===== src/rtl/channel_capture_scheduler_pkg.sv =====
// rtl/channel_capture_scheduler_pkg.sv - shared types, sizes and scan helper for the capture scheduler
package capture_sched_pkg;

    localparam int NUM_CHANNELS = 7;
    localparam int CH_W         = 3;
    localparam int SAMPLE_DEPTH = 10;
    localparam int IDX_W        = 4;
    localparam int DIV_W        = 24;

    typedef enum logic [1:0] {
        IDLE      = 2'd0,
        WAIT_TICK = 2'd1,
        CAPTURE   = 2'd2,
        READOUT   = 2'd3
    } sched_state_e;

    // Lowest set bit of mask at or above position from; -1 when there is none.
    function automatic int next_set_bit(input logic [31:0] mask, input int from);
        int result;
        result = -1;
        for (int i = 31; i >= 0; i--) begin
            if (mask[i] && i >= from) begin
                result = i;
            end
        end
        return result;
    endfunction

endpackage


===== src/rtl/channel_capture_scheduler_if.sv =====
// rtl/channel_capture_scheduler_if.sv - control, capture-strobe and readout signals of the scheduler
interface channel_capture_scheduler_if;
    import capture_sched_pkg::*;

    logic                    enable;
    logic [DIV_W-1:0]        div_cfg;
    logic [NUM_CHANNELS-1:0] ch_mask;
    logic                    cap_wr_en;
    logic [CH_W-1:0]         cap_ch;
    logic                    frame_done;
    logic                    overrun;
    logic                    rd_req;
    logic [CH_W-1:0]         rd_ch;
    logic                    rd_busy;
    logic                    rd_valid;
    logic [CH_W-1:0]         rd_ch_sel;
    logic [IDX_W-1:0]        rd_idx;
    logic                    rd_done;

    modport master (
        output enable, div_cfg, ch_mask, rd_req, rd_ch,
        input  cap_wr_en, cap_ch, frame_done, overrun,
               rd_busy, rd_valid, rd_ch_sel, rd_idx, rd_done
    );

    modport slave (
        input  enable, div_cfg, ch_mask, rd_req, rd_ch,
        output cap_wr_en, cap_ch, frame_done, overrun,
               rd_busy, rd_valid, rd_ch_sel, rd_idx, rd_done
    );

endinterface


===== src/rtl/channel_capture_scheduler_divider.sv =====
// rtl/channel_capture_scheduler_divider.sv - sample-rate tick generator, period div_cfg+1 cycles
module sample_rate_divider
    import capture_sched_pkg::*;
(
    input  logic             clk,
    input  logic             reset,
    input  logic             enable,
    input  logic [DIV_W-1:0] div_cfg,
    output logic             tick
);

    logic [DIV_W-1:0] cnt_q, cnt_d;

    // Comparing with >= lets a shrunk div_cfg pull an overshot count back to 0.
    always_comb begin
        cnt_d = cnt_q + DIV_W'(1);
        if (!enable || cnt_q >= div_cfg) begin
            cnt_d = '0;
        end
    end

    always_ff @(posedge clk) begin
        if (reset) begin
            cnt_q <= '0;
        end else begin
            cnt_q <= cnt_d;
        end
    end

    assign tick = enable && (cnt_q == div_cfg);

endmodule


===== src/rtl/channel_capture_scheduler.sv =====
// rtl/channel_capture_scheduler.sv - round-robin capture strobes per tick plus between-frame buffer readout
module channel_capture_scheduler
    import capture_sched_pkg::*;
(
    input  logic                        clk,
    input  logic                        reset,
    channel_capture_scheduler_if.slave  bus
);

    sched_state_e            state_q, state_d;
    logic                    pending_q, pending_d;
    logic                    overrun_q, overrun_d;
    logic [NUM_CHANNELS-1:0] mask_q, mask_d;
    logic                    cap_wr_en_q, cap_wr_en_d;
    logic [CH_W-1:0]         cap_ch_q, cap_ch_d;
    logic                    frame_done_q, frame_done_d;
    logic                    rd_valid_q, rd_valid_d;
    logic [CH_W-1:0]         rd_ch_sel_q, rd_ch_sel_d;
    logic [IDX_W-1:0]        rd_idx_q, rd_idx_d;
    logic                    rd_done_q, rd_done_d;
    logic                    tick;
    logic                    start_frame;
    int                      first_ch, second_ch, next_ch, after_next_ch;

    sample_rate_divider u_divider (
        .clk     (clk),
        .reset   (reset),
        .enable  (bus.enable),
        .div_cfg (bus.div_cfg),
        .tick    (tick)
    );

    always_comb begin
        state_d       = state_q;
        pending_d     = pending_q;
        overrun_d     = overrun_q;
        mask_d        = mask_q;
        cap_wr_en_d   = 1'b0;
        cap_ch_d      = '0;
        frame_done_d  = 1'b0;
        rd_valid_d    = 1'b0;
        rd_ch_sel_d   = '0;
        rd_idx_d      = '0;
        rd_done_d     = 1'b0;
        start_frame   = 1'b0;
        first_ch      = next_set_bit(32'(bus.ch_mask), 0);
        second_ch     = next_set_bit(32'(bus.ch_mask), first_ch + 1);
        next_ch       = next_set_bit(32'(mask_q), int'(cap_ch_q) + 1);
        after_next_ch = next_set_bit(32'(mask_q), next_ch + 1);

        unique case (state_q)
            IDLE: state_d = WAIT_TICK;
            WAIT_TICK: begin
                if (tick || pending_q) begin
                    start_frame = 1'b1;
                end else if (bus.rd_req && int'(bus.rd_ch) < NUM_CHANNELS) begin
                    state_d     = READOUT;
                    rd_valid_d  = 1'b1;
                    rd_ch_sel_d = bus.rd_ch;
                    rd_done_d   = (SAMPLE_DEPTH == 1);
                end
            end
            CAPTURE: begin
                if (frame_done_q) begin
                    start_frame = pending_q;
                    state_d     = WAIT_TICK;
                end else begin
                    cap_wr_en_d  = 1'b1;
                    cap_ch_d     = CH_W'(next_ch);
                    frame_done_d = (after_next_ch < 0);
                end
            end
            READOUT: begin
                if (rd_done_q) begin
                    start_frame = pending_q;
                    state_d     = WAIT_TICK;
                end else begin
                    rd_valid_d  = 1'b1;
                    rd_ch_sel_d = rd_ch_sel_q;
                    rd_idx_d    = rd_idx_q + IDX_W'(1);
                    rd_done_d   = (rd_idx_q == IDX_W'(SAMPLE_DEPTH - 2));
                end
            end
        endcase

        // A tick landing on the cycle that consumes pending becomes the new pending.
        if (start_frame) begin
            pending_d = pending_q && tick;
            mask_d    = bus.ch_mask;
            state_d   = WAIT_TICK;
            if (first_ch >= 0) begin
                state_d      = CAPTURE;
                cap_wr_en_d  = 1'b1;
                cap_ch_d     = CH_W'(first_ch);
                frame_done_d = (second_ch < 0);
            end
        end else if (tick) begin
            if (pending_q) begin
                overrun_d = 1'b1;
            end else begin
                pending_d = 1'b1;
            end
        end

        if (!bus.enable) begin
            state_d      = IDLE;
            pending_d    = 1'b0;
            overrun_d    = 1'b0;
            mask_d       = '0;
            cap_wr_en_d  = 1'b0;
            cap_ch_d     = '0;
            frame_done_d = 1'b0;
            rd_valid_d   = 1'b0;
            rd_ch_sel_d  = '0;
            rd_idx_d     = '0;
            rd_done_d    = 1'b0;
        end
    end

    always_ff @(posedge clk) begin
        if (reset) begin
            state_q      <= IDLE;
            pending_q    <= 1'b0;
            overrun_q    <= 1'b0;
            mask_q       <= '0;
            cap_wr_en_q  <= 1'b0;
            cap_ch_q     <= '0;
            frame_done_q <= 1'b0;
            rd_valid_q   <= 1'b0;
            rd_ch_sel_q  <= '0;
            rd_idx_q     <= '0;
            rd_done_q    <= 1'b0;
        end else begin
            state_q      <= state_d;
            pending_q    <= pending_d;
            overrun_q    <= overrun_d;
            mask_q       <= mask_d;
            cap_wr_en_q  <= cap_wr_en_d;
            cap_ch_q     <= cap_ch_d;
            frame_done_q <= frame_done_d;
            rd_valid_q   <= rd_valid_d;
            rd_ch_sel_q  <= rd_ch_sel_d;
            rd_idx_q     <= rd_idx_d;
            rd_done_q    <= rd_done_d;
        end
    end

    assign bus.cap_wr_en  = cap_wr_en_q;
    assign bus.cap_ch     = cap_ch_q;
    assign bus.frame_done = frame_done_q;
    assign bus.overrun    = overrun_q;
    assign bus.rd_busy    = rd_valid_q;
    assign bus.rd_valid   = rd_valid_q;
    assign bus.rd_ch_sel  = rd_ch_sel_q;
    assign bus.rd_idx     = rd_idx_q;
    assign bus.rd_done    = rd_done_q;

endmodule


===== src/flat_wrapper.sv =====
// flat-port wrapper written by rule: the top's interface ports become plain ports
module channel_capture_scheduler_flat import capture_sched_pkg::*;
  (clk, reset, bus_enable, bus_div_cfg, bus_ch_mask, bus_rd_req, bus_rd_ch, bus_cap_wr_en, bus_cap_ch, bus_frame_done, bus_overrun, bus_rd_busy, bus_rd_valid, bus_rd_ch_sel, bus_rd_idx, bus_rd_done);
  channel_capture_scheduler_if bus_i ();
  input  logic clk;
  input  logic reset;
  input wire logic [$bits(bus_i.enable)-1:0] bus_enable;
  input wire logic [$bits(bus_i.div_cfg)-1:0] bus_div_cfg;
  input wire logic [$bits(bus_i.ch_mask)-1:0] bus_ch_mask;
  input wire logic [$bits(bus_i.rd_req)-1:0] bus_rd_req;
  input wire logic [$bits(bus_i.rd_ch)-1:0] bus_rd_ch;
  output wire logic [$bits(bus_i.cap_wr_en)-1:0] bus_cap_wr_en;
  output wire logic [$bits(bus_i.cap_ch)-1:0] bus_cap_ch;
  output wire logic [$bits(bus_i.frame_done)-1:0] bus_frame_done;
  output wire logic [$bits(bus_i.overrun)-1:0] bus_overrun;
  output wire logic [$bits(bus_i.rd_busy)-1:0] bus_rd_busy;
  output wire logic [$bits(bus_i.rd_valid)-1:0] bus_rd_valid;
  output wire logic [$bits(bus_i.rd_ch_sel)-1:0] bus_rd_ch_sel;
  output wire logic [$bits(bus_i.rd_idx)-1:0] bus_rd_idx;
  output wire logic [$bits(bus_i.rd_done)-1:0] bus_rd_done;
  assign bus_i.enable = bus_enable;
  assign bus_i.div_cfg = bus_div_cfg;
  assign bus_i.ch_mask = bus_ch_mask;
  assign bus_i.rd_req = bus_rd_req;
  assign bus_i.rd_ch = bus_rd_ch;
  assign bus_cap_wr_en = bus_i.cap_wr_en;
  assign bus_cap_ch = bus_i.cap_ch;
  assign bus_frame_done = bus_i.frame_done;
  assign bus_overrun = bus_i.overrun;
  assign bus_rd_busy = bus_i.rd_busy;
  assign bus_rd_valid = bus_i.rd_valid;
  assign bus_rd_ch_sel = bus_i.rd_ch_sel;
  assign bus_rd_idx = bus_i.rd_idx;
  assign bus_rd_done = bus_i.rd_done;
  channel_capture_scheduler u_core (.clk(clk), .reset(reset), .bus(bus_i));
endmodule

===== config.mk =====
export PLATFORM = sky130hd
export DESIGN_NAME = channel_capture_scheduler_flat
export DESIGN_NICKNAME = d
export VERILOG_FILES = /design/src/rtl/channel_capture_scheduler_pkg.sv /design/src/rtl/channel_capture_scheduler_if.sv /design/src/rtl/channel_capture_scheduler_divider.sv /design/src/rtl/channel_capture_scheduler.sv /design/src/flat_wrapper.sv
export SDC_FILE = /design/constraint.sdc
export NUM_CORES = 1
export LEC_CHECK = 0
export CAP_MARGIN = 20
export CORE_MARGIN = 8
export CORE_UTILIZATION = 49
export CTS_CLUSTER_SIZE = 20
export DETAILED_ROUTE_END_ITERATION = 8
export PLACE_DENSITY = 0.88
export SLEW_MARGIN = 20
export SYNTH_ARGS = -nofsm -noshare
export SYNTH_HDL_FRONTEND = slang
export SYNTH_SLANG_ARGS = --single-unit

===== constraint.sdc =====
create_clock -name clk -period 2.85 [get_ports clk]
set_clock_uncertainty 0.1 [all_clocks]
set_input_delay 0.285 -clock clk [delete_from_list [all_inputs] [get_ports clk]]
set_output_delay 0.285 -clock clk [all_outputs]
set_load 0.01 [all_outputs]

==> key figures <==
Run status
  • Status: finished, violations left
  • Violations in the final reports: setup timing

Timing
  • Minimum period implied by the final worst setup slack: 2960 ps
  • Setup slack after layout: -113 ps
  • Setup repair after global routing missed its margin: yes
  • Number of setup violations in the final report: 1
  • Max-Slew Margin vs Limit: between 40% and 50%
  • Max-slew violation count: 0
  • Fmax: about 340 MHz
  • Final hold vios: 0
  • Fraction of the cycle the final worst path needs: 104%
  • Actual transition at the worst max-transition pin: about 750 ps

Global routing
  • Number of global-route vias before repair: 3446
  • Total congestion overflow after global routing: 0
  • Wire length of the first global-routing pass: approximately 15000 µm
  • GRT Overall Usage: between 10% and 20%
  • Initial antenna violation count: 0
  • Largest net degree at the start of global routing: 20

Logic synthesis
  • Fraction of the yosys area taken by sequential cells: approximately 28%
  • Largest area contributor in the synthesized netlist: dfxtp_1
  • Average size of a mapped cell: between 8 and 9 µm²
  • Post-synthesis xor/xnor area fraction: around 7%
  • Share of cell area taken by muxes after synthesis: between 2 and 3%
  • Synthesis Warnings: 0
  • Number of enable-type register cells in the synthesized netlist: 0
  • Count of mapped cells out of synthesis: 427
  • Primary FF master, synth: dfxtp_1
  • Yosys reg bits: 49
  • Cell Area, Synth: roughly 0.0035 mm²
  • Most area-consuming cells after synthesis: dfxtp_1 (28%), ha_1 (18%), nor2_1 (6.3%), inv_1 (4.4%), xor2_1 (3.8%)
  • Complex-gate fraction of the synthesized area: a little over an eighth
  • Synthesized-area fraction occupied by adder cells: between 10% and 20%
  • Post-Synth Simple-Gate Area: 25.4%
  • Post-synth cell types: 55
  • Syn nets: between 500 and 600
  • Combinational family with the most area after synthesis: simple AND/OR/NAND/NOR gates
  • Proportion of synthesized flip-flops having asynchronous set or reset: 0%
  • Area share of the largest cell type after synthesis: between 20% and 30%

Worst setup path
  • Worst path buffer plus inverter count: 1
  • Maximum fanout along the worst path: 6
  • Cell family with most CP delay: simple AND/OR/NAND/NOR gates
  • Kind of launch point of the worst setup path: flip-flop
  • Type of the setup path with the least slack: flip-flop to flip-flop
  • Arrival time of the worst setup path: 3050 ps
  • Max stage delay cell, worst path: dfxtp_4
  • CP max stage delay: ~380 ps
  • Crit. End Element: flip-flop
  • Cells along the critical path: ha_4 > xnor2_4 > o211ai_1 > buf_4 > nand2_4 > nor3_4 > nand2_2 > ha_4 > nand3_4 > nor3_4 > a21boi_2 > mux2i_1 > a21oi_1 > o221ai_1
  • WP data required: between 2000 and 3000 ps

Drt
  • Wire length per cell: about 14 µm
  • Via count: roughly 3400
  • Post-DR vias/cell: 5.45
  • First DRT Iteration DRCs: approximately 230
  • Residual DRC count: 0
  • Number of optimization iterations in the first detailed-route pass: 5
  • Final wirelength: 9000 µm
  • Antenna Nets Post-Route: 0

Finish
  • Non-filler cells in the finished layout: between 600 and 700
  • Area growth syn-to-layout: 36.2%
  • Nets: between 600 and 700
  • Antenna diode count: 0
  • Fraction of layout cells with a size suffix above 1: roughly 18%
  • Core occupancy in the finished layout: a little over two thirds

CTS
  • Count of hold-fix buffers inserted at cts: 0
  • Number of buffers on the longest clock path: 2
  • Library cell used as clock root buffer: clkbuf_8
  • Clock tree from TritonCTS: built
  • Clk Latency, worst-skew pair: about 300 ps
  • CTS Buf Count: 5
  • TritonCTS sink count: between 40 and 50
  • Clock Pin Slew Worst Setup and Hold Paths: ~100 ps
  • CTS H-tree lvls: 2

Place
  • Number of input and output port buffers inserted: 53
  • Worst setup slack before clock tree synthesis: -394 ps
  • Instance count after placement with tap cells included: 606
  • Post-DP HPWL: between 7000 and 8000 µm
  • Routability congestion estimate: between 0.8 and 0.9

Power
  • Combinational group share of total power: between 10 and 15%
  • Clock network fraction of total power: around 32%
  • Sw Share: between 20% and 30%
  • Pleak: between 2 and 2.5 nW
  • PD cells: 275 mW/mm²
  • Sequential Power Share: 53.1%
  • Worst vdd ir: between 0.2 and 0.25 mV
  • Internal power consumption: 0.967 mW
  • Switching Power: 0.334 mW

Die
  • Starting density of the core: 50.9%
  • Total number of placement rows: 30
  • Chip width: 100 µm
  • Die Outline Area: around 0.010 mm²
  • Core area: 0.00683 mm²
  • Height of the die: 100 µm
  • I/O Pins: 54

Run
  • Max-cap violations: 0

Min path
  • Tightest Hold Check Type: flip-flop to flip-flop
-- repair_timing --
item                                    in CTS  in global routing
pin swaps                                   10                 17
gates resized for setup                     13                 23
hold endpoints to repair                     0                  0
buffers inserted                             7                  1
endpoints found under the setup margin       1                  1
-- worst paths after layout --
kind,slack [ps],end,from,cells after the start
worst max-delay path,-110,u_core.bus.frame_done$_SDFF_PP0_,u_core.bus.cap_ch[1]$_SDFF_PP0_,14
worst min-delay path,370,u_core.bus.rd_done$_SDFF_PP0_,u_core.bus.rd_idx[3]$_SDFF_PP0_,2
worst max register to register,-110,u_core.bus.frame_done$_SDFF_PP0_,u_core.bus.cap_ch[1]$_SDFF_PP0_,14
worst min register to register,370,u_core.bus.rd_done$_SDFF_PP0_,u_core.bus.rd_idx[3]$_SDFF_PP0_,2
-- worst min-delay path, cell delays in order (launching register included) --
cell and delay, ps:
dfxtp_1 340, nand2_1 60, nor3_1 40
-- layout make-up --
cell class	instances	area, µm²
Sequential cell	49	990
Multi-Input combinational cell	329	2500
Fill cell	526	2090
Clock inverter	3	26.3
Tap cell	96	120
Inverter	41	154
Timing Repair Buffer	99	876
Clock buffer	5	68.8
-- kinds of logic after synthesis --
family	after synthesis
AO/OA/AOI/OAI	70
XOR/XNOR	27
adder cells (fa/ha/maj)	49
buffers and inverters	49
flip-flops	49
multiplexers	10
AND/OR/NAND/NOR	173
-- cells in the mapped netlist, types with 3 or more instances --
| master | n |
|---|---|
| and4_1 | 3 |
| and3_1 | 7 |
| nand2_1 | 31 |
| buf_2 | 4 |
| a22oi_1 | 3 |
| a31oi_1 | 3 |
| a21oi_1 | 16 |
| nand4_1 | 12 |
| xnor2_1 | 11 |
| nor2_1 | 58 |
| ha_1 | 49 |
| nor3_1 | 10 |
| and2_1 | 5 |
| nand3_1 | 13 |
| nand4b_1 | 3 |
| o21ai_0 | 20 |
| dfxtp_1 | 49 |
| xor2_1 | 15 |
| o21a_1 | 3 |
| mux2i_1 | 10 |
| nand2b_1 | 12 |
| nor2b_1 | 7 |
| a211oi_1 | 3 |
| inv_1 | 41 |
| a22o_1 | 3 |
-- cell usage in the layout, fill, tap and decap left out, drive strengths merged, types with 3 or more instances in the layout --
| master | synthesis | routed |
|---|---|---|
| a31oi | 3 | 3 |
| nand4 | 12 | 12 |
| a22o | 3 | 3 |
| nor2 | 59 | 59 |
| nor2b | 7 | 7 |
| mux2i | 10 | 10 |
| and4 | 4 | 4 |
| nand2b | 12 | 12 |
| xnor2 | 11 | 11 |
| and3 | 7 | 7 |
| nand3 | 13 | 13 |
| clkdlybuf4s50 | 0 | 53 |
| buf | 6 | 46 |
| nor3 | 10 | 10 |
| nor3b | 3 | 3 |
| dfxtp | 49 | 49 |
| and2 | 5 | 5 |
| nor4 | 3 | 3 |
| xor2 | 16 | 16 |
| a22oi | 3 | 3 |
| ha | 49 | 49 |
| clkbuf | 2 | 5 |
| nand2 | 31 | 31 |
| o21a | 3 | 3 |
| a211oi | 3 | 3 |
| inv | 41 | 42 |
| a21oi | 16 | 16 |
| nand4b | 3 | 3 |
| o21ai | 22 | 22 |
-- state kept, by name, indices dropped and copies added, names as in the netlist --
register / count
u_core.bus.rd_ch_sel: 3
u_core.bus.rd_idx: 4
u_core.bus.cap_wr_en: 1
u_core.bus.rd_busy: 1
u_core.mask_q: 7
u_core.state_q: 2
u_core.bus.cap_ch: 3
u_core.bus.rd_done: 1
u_core.bus.frame_done: 1
u_core.pending_q: 1
u_core.bus.overrun: 1
u_core.u_divider.cnt_q: 24
-- power by group through the flow --
stage | Sequential, mW | Clock [mW] | Combinational (mW)
after floorplan | 0.705 | 0 | 0.0801
after global placement | 0.706 | 0 | 0.175
after detailed placement | 0.706 | 0 | 0.183
after CTS | 0.690 | 0.431 | 0.187
after global routing | 0.691 | 0.456 | 0.209
final | 0.690 | 0.421 | 0.189
-- per-layer routing --
layer	share of wire, %	global-route usage (%)
met5	0	0
met4	2.1	8.84
met3	5.6	3.32
met2	48	30.7
met1	45	21.3
-- stage by stage --
| step | instance area (µm²) | TNS, ps | power, mW | hold WS [ps] |
|---|---|---|---|---|
| finish | 4740 | -113 | 1.30 | 371 |
| global route | 4740 | -268 | 1.36 | 406 |
| CTS | 4620 | -28.6 | 1.31 | 375 |
| detailed placement | 4400 | -394 | 0.889 | 361 |
| global placement | 4400 | -223 | 0.881 | 347 |
| floorplan | 3510 | 0 | 0.786 | 310 |
(Power assumes the default switching activity.)
==> RTL change (same flow settings) <==
Reset style: asynchronous (`reset`), changed in 2 clocked blocks.
--- a/src/rtl/channel_capture_scheduler_divider.sv
+++ b/src/rtl/channel_capture_scheduler_divider.sv
@@ -20,5 +20,5 @@
     end
 
-    always_ff @(posedge clk) begin
+    always_ff @(posedge clk or posedge reset) begin
         if (reset) begin
             cnt_q <= '0;
--- a/src/rtl/channel_capture_scheduler.sv
+++ b/src/rtl/channel_capture_scheduler.sv
@@ -118,5 +118,5 @@
     end
 
-    always_ff @(posedge clk) begin
+    always_ff @(posedge clk or posedge reset) begin
         if (reset) begin
             state_q      <= IDLE;
Behaviour: differs if reset is asserted again (counterexample within 4 cycles, from zero or initial values and one cycle with reset high); with reset held inactive, the same outputs for 4 cycles.
==> RTL change against the unedited design <==
The run still ends with negative setup slack left. Synthesized area is 7.0% higher. Final cell count is 2.6% lower. Setup slack lost 130 ps. Critical path depth is 1 higher. Sequential cell count unchanged. Wire length is 7.2% higher. Synthesized cell count is 3.5% lower. Count of clock-buffer cells in the layout is 1 higher. Fmax shrank 4.2%. Design area is 4.4% higher. Critical endpoint is now u_core.bus.frame_done$_DFF_PP0_. Largest cell class unchanged. Highest routed layer unchanged.
Power is not compared: it rests on default switching activity, and its combinational part moved more than twofold at a synthesized area within 25%.
==> RTL change: results (changes against the unedited design) <==
run_status:
  status: "finished, violations left"
  violations: "negative setup slack"
critical_path:
  critical_path.slowest_cell: "dfrtp_2"
  crit_path_max_fanout: 5  # -1
  cp_top_family: "compound AO/OA/AOI/OAI gates"
  slowest_delay_ps: 470  # +90 ps
  arrival_ps: 3200  # +150 ps
place:
  globalplace.congestion: 0.9599  # +6.9%
  dp.cells: 593  # -2.1%
  place_hpwl_mm: 7.258  # +3.5%
global_route:
  grt_pass1_vias: 3580  # +3.9%
  grt_pass1_wl_mm: 16.39  # +8.2%
  grt_max_degree: 50  # +150%
logic_synthesis:
  yosys-top-cells-count: "50 x ha_1, 49 x dfrtp_1, 41 x inv_1"
  ys_top_cells_by_area: "dfrtp_1 33%, ha_1 17%, xnor2_1 4.9%, and3_1 4.9%, inv_1 4.1%"
  synth_area_per_cell_um2: 9.029  # +11%
  syn-num-nets: 500  # -2.7%
  synth_cell_type_count: 53  # -3.6%
  yosysSeqAreaShare_pct: 32.96  # +4.8 points
  synthArstFlopShare_pct: 100.0  # +100 points
layout:
  stdcell_count: 606  # -2.6%
  drive_above_1_share_pct: 17.55  # -0.51 points
  fillers: 587  # +12%
detailed_routing:
  wl_per_cell_um: 15.92  # +10%
  vias_per_cell: 5.553  # +1.9%
  drt_iter0_drc: 155  # -32%
sta:
  maxSlewHeadroom_pct: 44.15  # -5.7 points
  fin_setup_tns_ps: -241.9  # -129.0 ps
  layout_setup_ws_ps: -241.9  # -129.0 ps
  setup_viol: 1  # unchanged
pwr:
  internal_power_mw: 1.231
min_path:
  hp-class: "in2async"
-- RTL change: cell count changes in the layout (fill, tap and decap cells not counted), sizes merged, moves of 5 or more --
cell	change
nor2b	+6
o21ai	-7
xor2	-10
dfrtp	+49
and3	+22
xnor2	+10
nor2	-36
dfxtp	-49
a21o	+5
nand3	+5
nand2b	-8
-- RTL change: per-layer routing --
metal | global-route usage, % | share of wire, % | up-vias
met5 | 0 | 0 | -
met4 | 7.008 | 2.2 | 0
met2 | 34.09 | 51 | 115
li1 | - | - | 1628
met3 | 3.376 | 5.6 | 24
met1 | 22.30 | 41 | 1598
-- RTL change: kinds of logic (layout without fill, tap and decap cells) --
kind of cell	count (synthesis)	count (layout)	share of synthesized area, %
simple gates	158	158	23.07
mux	7	7	1.917
buf+inv	53	148	5.718
xor+xnor	27	27	6.357
compound gates	68	68	13.15
fa+ha+maj	50	50	16.82
flops	49	49	32.96
-- RTL change: final timing paths --
| check | from | endpoint | slack, ps | cells past startpoint |
|---|---|---|---|---|
| max | u_core.bus.cap_ch[0]$_DFF_PP0_ | u_core.bus.frame_done$_DFF_PP0_ | -240 | 15 |
| min | reset | u_core.bus.rd_ch_sel[1]$_DFFE_PP0P_ | 340 | 2 |
| max reg2reg | u_core.bus.cap_ch[0]$_DFF_PP0_ | u_core.bus.frame_done$_DFF_PP0_ | -240 | 15 |
| min reg2reg | u_core.bus.rd_idx[2]$_DFF_PP0_ | u_core.bus.rd_done$_DFF_PP0_ | 410 | 1 |
| max in group asynchronous | reset | u_core.bus.cap_ch[1]$_DFF_PP0_ | 1770 | 2 |
| min in group clk | u_core.bus.rd_idx[2]$_DFF_PP0_ | u_core.bus.rd_done$_DFF_PP0_ | 410 | 1 |
-- RTL change: power by group through the flow --
stage,registers [mW],clock network [mW],logic [mW]
after floorplan,0.794,0,0.209
after global placement,0.797,0,0.365
after detailed placement,0.801,0,0.387
after CTS,0.788,0.532,0.399
after global routing,0.797,0.556,0.445
final,0.790,0.524,0.399
-- RTL change: layout make-up --
type	instances	share of cell area [%]
multi-input cells	310	49.27
flip-flops and latches	49	24.85
repair buffers	97	17.66
inverters	43	3.289
well taps	99	2.505
clock buffers	6	1.670
clock inverters	2	0.7591
-- RTL change: what timing repair did --
| action | 4_1_cts | 5_1_grt |
|---|---|---|
| hold buffers | 0 | 0 |
| gates resized for setup | 7 | 6 |
| endpoints found under the setup margin | 1 | 1 |
| pin swaps | 18 | 4 |
| endpoints found under the hold margin | 0 | 0 |
| buffers inserted | 5 | 0 |
-- RTL change: through the flow --
stage	cell area, µm²	total power, mW	util (%)
finish	4945	1.713	67.81
global route	4945	1.799	67.81
CTS	4916	1.719	67.42
detailed placement	4705	1.188	64.52
global placement	4705	1.162	64.52
floorplan	3796	1.004	-
